## src/rtl/alu_pkg.sv

```systemverilog
// Shared ALU definitions: opcode constants, sequencer state encoding, opcode legality.
package alu_pkg;

    localparam int unsigned OP_BYTE_W = 8;

    localparam logic [OP_BYTE_W-1:0] OP_ADD = 8'h20;
    localparam logic [OP_BYTE_W-1:0] OP_SUB = 8'h22;
    localparam logic [OP_BYTE_W-1:0] OP_AND = 8'h24;
    localparam logic [OP_BYTE_W-1:0] OP_OR  = 8'h25;
    localparam logic [OP_BYTE_W-1:0] OP_XOR = 8'h26;
    localparam logic [OP_BYTE_W-1:0] OP_NOR = 8'h27;
    localparam logic [OP_BYTE_W-1:0] OP_SRL = 8'h02;
    localparam logic [OP_BYTE_W-1:0] OP_SRA = 8'h03;

    typedef enum logic [2:0] {
        ST_IDLE,
        ST_WAIT_B,
        ST_WAIT_OP,
        ST_EXEC,
        ST_SEND,
        ST_WAIT_TX
    } seq_state_t;

    function automatic logic is_valid_op(input logic [OP_BYTE_W-1:0] op);
        case (op)
            OP_ADD, OP_SUB, OP_AND, OP_OR,
            OP_XOR, OP_NOR, OP_SRL, OP_SRA: return 1'b1;
            default:                        return 1'b0;
        endcase
    endfunction

endpackage

```

## src/rtl/alu_uart_sequencer_if.sv

```systemverilog
// UART/ALU side bundle of the sequencer; op_err exists only with ALU_SEQ_OPCHECK_EN.
interface alu_uart_sequencer_if #(
    parameter int unsigned N_BITS = 8,
    parameter int unsigned N_OP   = 6
);
    logic              rx_done;
    logic [N_BITS-1:0] rx_data;
    logic              tx_done;
    logic [N_BITS-1:0] alu_result;
    logic [N_BITS-1:0] alu_a;
    logic [N_BITS-1:0] alu_b;
    logic [N_OP-1:0]   alu_op;
    logic [N_BITS-1:0] tx_data;
    logic              tx_start;
    logic              busy;
    logic              overrun;
    logic              timeout;
`ifdef ALU_SEQ_OPCHECK_EN
    logic              op_err;
`endif

    // Sequencer side
    modport master (
`ifdef ALU_SEQ_OPCHECK_EN
        output op_err,
`endif
        input  rx_done, rx_data, tx_done, alu_result,
        output alu_a, alu_b, alu_op, tx_data, tx_start, busy, overrun, timeout
    );

    // UART/ALU environment side
    modport slave (
`ifdef ALU_SEQ_OPCHECK_EN
        input  op_err,
`endif
        output rx_done, rx_data, tx_done, alu_result,
        input  alu_a, alu_b, alu_op, tx_data, tx_start, busy, overrun, timeout
    );

endinterface

```

## src/rtl/gap_timer.sv

```systemverilog
// Byte-gap counter: clears on clr, counts while en, flags the terminal count combinationally.
module gap_timer
    import alu_pkg::*;
#(
    parameter int unsigned TIMEOUT_CYCLES = 1000000
) (
    input  logic clk,
    input  logic reset_n,
    input  logic clr,
    input  logic en,
    output logic tc_c
);

    localparam int unsigned CNT_W = (TIMEOUT_CYCLES > 1) ? $clog2(TIMEOUT_CYCLES) : 1;

    logic [CNT_W-1:0] cnt;

    always_ff @(posedge clk) begin
        if (!reset_n) begin
            cnt <= '0;
        end else if (clr) begin
            cnt <= '0;
        end else if (en) begin
            cnt <= cnt + CNT_W'(1);
        end
    end

    assign tc_c = en && (cnt == CNT_W'(TIMEOUT_CYCLES - 1));

endmodule

```

## src/rtl/alu_uart_sequencer.sv

```systemverilog
// Collects A, B, opcode bytes from UART RX, runs the ALU and hands the result to UART TX.
// Optional opcode legality check: define ALU_SEQ_OPCHECK_EN.
module alu_uart_sequencer
    import alu_pkg::*;
#(
    parameter int unsigned N_BITS         = 8,
    parameter int unsigned N_OP           = 6,
    parameter int unsigned TIMEOUT_CYCLES = 1000000
) (
    input  logic                clk,
    input  logic                reset_n,
    alu_uart_sequencer_if.master bus
);

    seq_state_t        state;
    logic              in_gap;
    logic              gap_tc_c;
    logic [N_BITS-1:0] rx_byte;
    logic [N_OP-1:0]   rx_op;

    assign rx_byte = bus.rx_data;
    assign rx_op   = rx_byte[N_OP-1:0];
    assign in_gap  = (state == ST_WAIT_B) || (state == ST_WAIT_OP);

    // Gap count restarts whenever the FSM is outside the byte-wait states or a byte arrives
    gap_timer #(
        .TIMEOUT_CYCLES(TIMEOUT_CYCLES)
    ) u_gap_timer (
        .clk     (clk),
        .reset_n (reset_n),
        .clr     (!in_gap || bus.rx_done),
        .en      (in_gap),
        .tc_c    (gap_tc_c)
    );

    always_ff @(posedge clk) begin
        if (!reset_n) begin
            state        <= ST_IDLE;
            bus.alu_a    <= '0;
            bus.alu_b    <= '0;
            bus.alu_op   <= '0;
            bus.tx_data  <= '0;
            bus.tx_start <= 1'b0;
            bus.busy     <= 1'b0;
            bus.overrun  <= 1'b0;
            bus.timeout  <= 1'b0;
`ifdef ALU_SEQ_OPCHECK_EN
            bus.op_err   <= 1'b0;
`endif
        end else begin
            bus.tx_start <= 1'b0;
            bus.timeout  <= 1'b0;
`ifdef ALU_SEQ_OPCHECK_EN
            bus.op_err   <= 1'b0;
`endif
            // Bytes arriving while a result is in flight are dropped
            if (bus.rx_done && (state inside {ST_EXEC, ST_SEND, ST_WAIT_TX})) begin
                bus.overrun <= 1'b1;
            end

            case (state)
                ST_IDLE: begin
                    if (bus.rx_done) begin
                        bus.alu_a <= rx_byte;
                        bus.busy  <= 1'b1;
                        state     <= ST_WAIT_B;
                    end
                end
                ST_WAIT_B: begin
                    if (bus.rx_done) begin
                        bus.alu_b <= rx_byte;
                        state     <= ST_WAIT_OP;
                    end else if (gap_tc_c) begin
                        bus.timeout <= 1'b1;
                        bus.busy    <= 1'b0;
                        state       <= ST_IDLE;
                    end
                end
                ST_WAIT_OP: begin
                    if (bus.rx_done) begin
`ifdef ALU_SEQ_OPCHECK_EN
                        if (is_valid_op(OP_BYTE_W'(rx_op))) begin
                            bus.alu_op <= rx_op;
                            state      <= ST_EXEC;
                        end else begin
                            bus.op_err <= 1'b1;
                            bus.busy   <= 1'b0;
                            state      <= ST_IDLE;
                        end
`else
                        bus.alu_op <= rx_op;
                        state      <= ST_EXEC;
`endif
                    end else if (gap_tc_c) begin
                        bus.timeout <= 1'b1;
                        bus.busy    <= 1'b0;
                        state       <= ST_IDLE;
                    end
                end
                ST_EXEC: begin
                    bus.tx_data  <= bus.alu_result;
                    bus.tx_start <= 1'b1;
                    state        <= ST_SEND;
                end
                ST_SEND: begin
                    state <= ST_WAIT_TX;
                end
                ST_WAIT_TX: begin
                    if (bus.tx_done) begin
                        bus.busy <= 1'b0;
                        state    <= ST_IDLE;
                    end
                end
                default: begin
                    bus.busy <= 1'b0;
                    state    <= ST_IDLE;
                end
            endcase
        end
    end

endmodule

```

## src/flat_wrapper.sv

```systemverilog
// flat-port wrapper written by rule: the top's interface ports become plain ports
module alu_uart_sequencer_flat import alu_pkg::*;
#(
    parameter int unsigned N_BITS         = 8,
    parameter int unsigned N_OP           = 6,
    parameter int unsigned TIMEOUT_CYCLES = 1000000
)
  (clk, reset_n, bus_rx_done, bus_rx_data, bus_tx_done, bus_alu_result, bus_alu_a, bus_alu_b, bus_alu_op, bus_tx_data, bus_tx_start, bus_busy, bus_overrun, bus_timeout);
  alu_uart_sequencer_if #(.N_BITS(N_BITS), .N_OP(N_OP)) bus_i ();
  input  logic clk;
  input  logic reset_n;
  input wire logic [$bits(bus_i.rx_done)-1:0] bus_rx_done;
  input wire logic [$bits(bus_i.rx_data)-1:0] bus_rx_data;
  input wire logic [$bits(bus_i.tx_done)-1:0] bus_tx_done;
  input wire logic [$bits(bus_i.alu_result)-1:0] bus_alu_result;
  output wire logic [$bits(bus_i.alu_a)-1:0] bus_alu_a;
  output wire logic [$bits(bus_i.alu_b)-1:0] bus_alu_b;
  output wire logic [$bits(bus_i.alu_op)-1:0] bus_alu_op;
  output wire logic [$bits(bus_i.tx_data)-1:0] bus_tx_data;
  output wire logic [$bits(bus_i.tx_start)-1:0] bus_tx_start;
  output wire logic [$bits(bus_i.busy)-1:0] bus_busy;
  output wire logic [$bits(bus_i.overrun)-1:0] bus_overrun;
  output wire logic [$bits(bus_i.timeout)-1:0] bus_timeout;
  assign bus_i.rx_done = bus_rx_done;
  assign bus_i.rx_data = bus_rx_data;
  assign bus_i.tx_done = bus_tx_done;
  assign bus_i.alu_result = bus_alu_result;
  assign bus_alu_a = bus_i.alu_a;
  assign bus_alu_b = bus_i.alu_b;
  assign bus_alu_op = bus_i.alu_op;
  assign bus_tx_data = bus_i.tx_data;
  assign bus_tx_start = bus_i.tx_start;
  assign bus_busy = bus_i.busy;
  assign bus_overrun = bus_i.overrun;
  assign bus_timeout = bus_i.timeout;
  alu_uart_sequencer #(.N_BITS(N_BITS), .N_OP(N_OP), .TIMEOUT_CYCLES(TIMEOUT_CYCLES)) u_core (.clk(clk), .reset_n(reset_n), .bus(bus_i));
endmodule
```

## config.mk

```make
export PLATFORM = sky130hd
export DESIGN_NAME = alu_uart_sequencer_flat
export DESIGN_NICKNAME = d
export VERILOG_FILES = /design/src/rtl/alu_pkg.sv /design/src/rtl/alu_uart_sequencer_if.sv /design/src/rtl/gap_timer.sv /design/src/rtl/alu_uart_sequencer.sv /design/src/flat_wrapper.sv
export SDC_FILE = /design/constraint.sdc
export NUM_CORES = 1
export LEC_CHECK = 0
export ABC_AREA = 1
export BUFFER_PORTS_ARGS = -buffer_cell sky130_fd_sc_hd__buf_2
export CAP_MARGIN = 20
export CORE_MARGIN = 2
export CORE_UTILIZATION = 39
export CTS_CLUSTER_SIZE = 24
export DETAILED_ROUTE_END_ITERATION = 10
export GPL_TIMING_DRIVEN = 0
export PLACE_DENSITY_LB_ADDON = 0.08
export SYNTH_ARGS = -nofsm -noshare
export SYNTH_HDL_FRONTEND = slang
export SYNTH_SLANG_ARGS = --single-unit
```

## constraint.sdc

```tcl
create_clock -name clk -period 1.55 [get_ports clk]
set_input_delay 0.0775 -clock clk [delete_from_list [all_inputs] [get_ports clk]]
set_output_delay 0.0775 -clock clk [all_outputs]
set_load 0.02 [all_outputs]
```

==> metrics.log <==
INFO  metric synth.distinct_cells = 27
INFO  metric crit_required = around 1.8 ns
INFO  metric synth_cells = 356
INFO  metric min_period_over_period = 91.4%
INFO  metric worst_path_setup_slack_after_routing = 0.133 ns
INFO  metric clock_path_buffers = 2
INFO  metric die_height = 84.5 microns
INFO  metric slew_violations = 0
INFO  metric leakage = 1.39 nW
INFO  metric final_common_cell = nor2_1
INFO  metric number_of_antenna_violations_at_the_first_check_in_global_routing = 0
INFO  metric detailedRoute.firstIterationViolations = 106
INFO  metric vdd_ir_drop_max = 0.692 mV
INFO  metric yosysWarningCount = 0
INFO  metric timing.max_slew.rel_slack = slightly above 70%
INFO  metric routed-wl-met2 = approximately 2.8 mm
INFO  metric maxUsedRoutingLayer = met4
INFO  metric arrival = around 1.7 ns
INFO  metric start_util = 40.0%
INFO  metric place_inst = between 400 and 500
INFO  metric timing.critical_path.to_type = flop
INFO  metric routed_via_count_divided_by_cell_count = 4.67
INFO  metric clock-root-buffer = clkbuf_8
INFO  metric route.vias.total = 2,438
INFO  metric timing_hold_violations_final = 0
INFO  metric postRouteWirelength = 6.09 mm
INFO  metric synth_area_per_cell = 7.10 sq um
INFO  metric final_layout_size_suffix_gt1_share = 23.6%
INFO  metric num_antenna_cells = 0
INFO  metric n_fill_cell = 645
INFO  metric final_antenna_net_count = 0
INFO  metric final_nets = around 460
INFO  metric placement.io_buffers = 53
INFO  metric status = completed
INFO  metric power.density_cell_area = 1140 nW/um^2
INFO  metric groute.usage.overall = about a fifth
INFO  metric critical_path.max_fanout = 10
INFO  metric worst_skew_pair.late_latency = 0.34 ns
INFO  metric layout.cells.most_common_list = nor2_1, nand2_1, buf_2
INFO  metric rows = 29
INFO  metric worstSetupPathType = reg -> reg
INFO  metric synth_fp_nets = approximately 380
INFO  metric post_synth_instance_area = 2530 sq um
INFO  metric route.detailed.drc = 0
INFO  metric cts.reportedPaths.clkPinSlew = 0.06 ns
INFO  metric timing.critical_path.from_type = flop
INFO  metric drt-met1-wl = 2.93 mm
INFO  metric global_route_wire_length_before_repair = about 11 mm
INFO  metric timing.max_cap.violations = 0
INFO  metric cts_made_buffers = 9
INFO  metric cts_max_level = 3
INFO  metric metal3_wl = 268 microns
INFO  metric synth_seq_cells = 57
INFO  metric grt_pass1_vias = about 2,300
INFO  metric max_freq = 706 MHz
INFO  metric dpl_ws = -0.196 ns
INFO  metric areaGrowthSynthToFinish = 32.0%
INFO  metric min_path_type = in -> reg
INFO  metric grt_max_degree = 11
INFO  metric overflow = 0
INFO  metric detailedRoute.firstPassIterationCount = 4
INFO  metric finalWorstPathRequiredPeriod = between 1 and 1.5 ns
INFO  metric fin_worst_skew = around 0.0030 ns
INFO  metric tritoncts = yes
INFO  metric globalplace.congestion = 0.858
INFO  metric worstMarginPinSlew = 0.444 ns
INFO  metric fp.coreArea = around 6300 sq um
INFO  metric hpwl = between 4 and 5 mm
INFO  metric yosysSeqAreaShare = 45.1%
INFO  metric routedWlPerCell = 11.7 microns
INFO  metric setup_viol = 0
INFO  metric instances_no_fill = 522
INFO  metric floorplan.die_area = between 7000 and 8000 sq um
INFO  metric tritoncts_num_sinks = 57
INFO  metric die_w = 84.5 microns
INFO  metric num_io_pins = 54
==> Yosys cell counts <==
master    number  share of area, %
nand3_1       11               2.2
and3_1         1              0.25
nand2_1       60               8.9
o21ai_0       39               7.7
inv_1         47               7.0
a211oi_1       2              0.59
nand2_2        2              0.49
nor3_2         2              0.79
nor2_2         3              0.74
ha_1           1              0.49
nand3_4        2               1.4
buf_4          1              0.30
inv_2          2              0.30
clkinv_1       2              0.30
xor2_1         2              0.69
buf_1          1              0.15
buf_2          3              0.59
dfxtp_1       57                45
buf_6          2              0.89
nand4_1        8               2.0
a21oi_1       34               6.7
nor2_4         2              0.89
clkbuf_1       2              0.30
nor2_1        65               9.7
nor3_1         3              0.59
nor3_4         1              0.64
nand3b_1       1              0.30
==> logic make-up after synthesis <==
group | Yosys count | share of synthesized area [%]
simple gates | 161 | 28.8
buf+inv | 60 | 9.80
fa+ha+maj | 1 | 0.495
compound gates | 75 | 15.0
xor+xnor | 2 | 0.693
flops | 57 | 45.1
==> report_power, final <==
part / switching (W) / internal (W)
Combinational: 0.000463 / 0.000245
Sequential: 0.0000562 / 0.00157
Clock: 0.000607 / 0.000870
Total: 0.00113 / 0.00268
==> sequential cells by signal (all words and copies together), names as in the netlist <==
name	cells
u_core.bus.alu_a	8
u_core.bus.alu_b	8
u_core.bus.alu_op	6
u_core.bus.busy	1
u_core.bus.overrun	1
u_core.bus.timeout	1
u_core.bus.tx_data	8
u_core.bus.tx_start	1
u_core.state	3
u_core.u_gap_timer.cnt	20
==> final timing paths <==
kind	start	to	slack (ns)	depth (start not counted)
max	u_core.state[0]	u_core.u_gap_timer.cnt[4]	0.13	8
min	bus_alu_result[2]	u_core.bus.tx_data[2]	0.01	3
max reg2reg	u_core.state[0]	u_core.u_gap_timer.cnt[4]	0.13	8
min reg2reg	u_core.bus.alu_op[3]	u_core.bus.alu_op[3]	0.44	2
==> layer usage <==
layer | vias to the layer above | GRT usage [%]
met2 | 42 | 28.8
li1 | 1302 | -
met5 | - | 0
met3 | 13 | 5.51
met4 | 0 | 8.08
met1 | 1081 | 24.2
==> stage by stage <==
stage	total power, W	hold WS [ns]	utilization (%)	setup TNS [ns]	instance area, sq um
2_1_floorplan	0.00209	0.212	-	0	2530
3_3_place_gp	0.00231	0.316	45.8	-1.29	2890
3_5_place_dp	0.00231	0.328	45.8	-1.55	2890
4_1_cts	0.00383	0.00131	51.5	0	3250
5_1_grt	0.00401	0.0140	52.9	-0.00249	3340
6_report	0.00381	0.0108	52.9	0	3340
==> area by class of cell <==
type	count	area (sq um)	area share (%)
Multi-Input combinational cell	239	1170	35.1
Sequential cell	57	1140	34.3
Timing Repair Buffer	73	450	13.5
Inverter	51	200	6.00
Clock buffer	12	165	4.95
Tap cell	77	96.3	2.89
Buffer	9	60.1	1.80
Clock inverter	4	50.0	1.50
==> worst max-delay path, stage by stage (launching register included) <==
cell     delay [ns]
dfxtp_1        0.34
inv_2          0.07
nor2_4         0.09
nand2_2        0.09
nand2_2        0.09
buf_8          0.15
nand3_4        0.15
buf_6          0.20
nor3_2         0.16
==> what timing repair did <==
item | CTS | global route
hold buffers | 14 | 0
pin swaps | 0 | 3
setup endpoints to repair | 10 | 21
resized for setup | 3 | 13
buffers inserted | 0 | 6
hold endpoints to repair | 14 | 0
gates cloned | 0 | 0
Power figures use the tool's default switching activity.
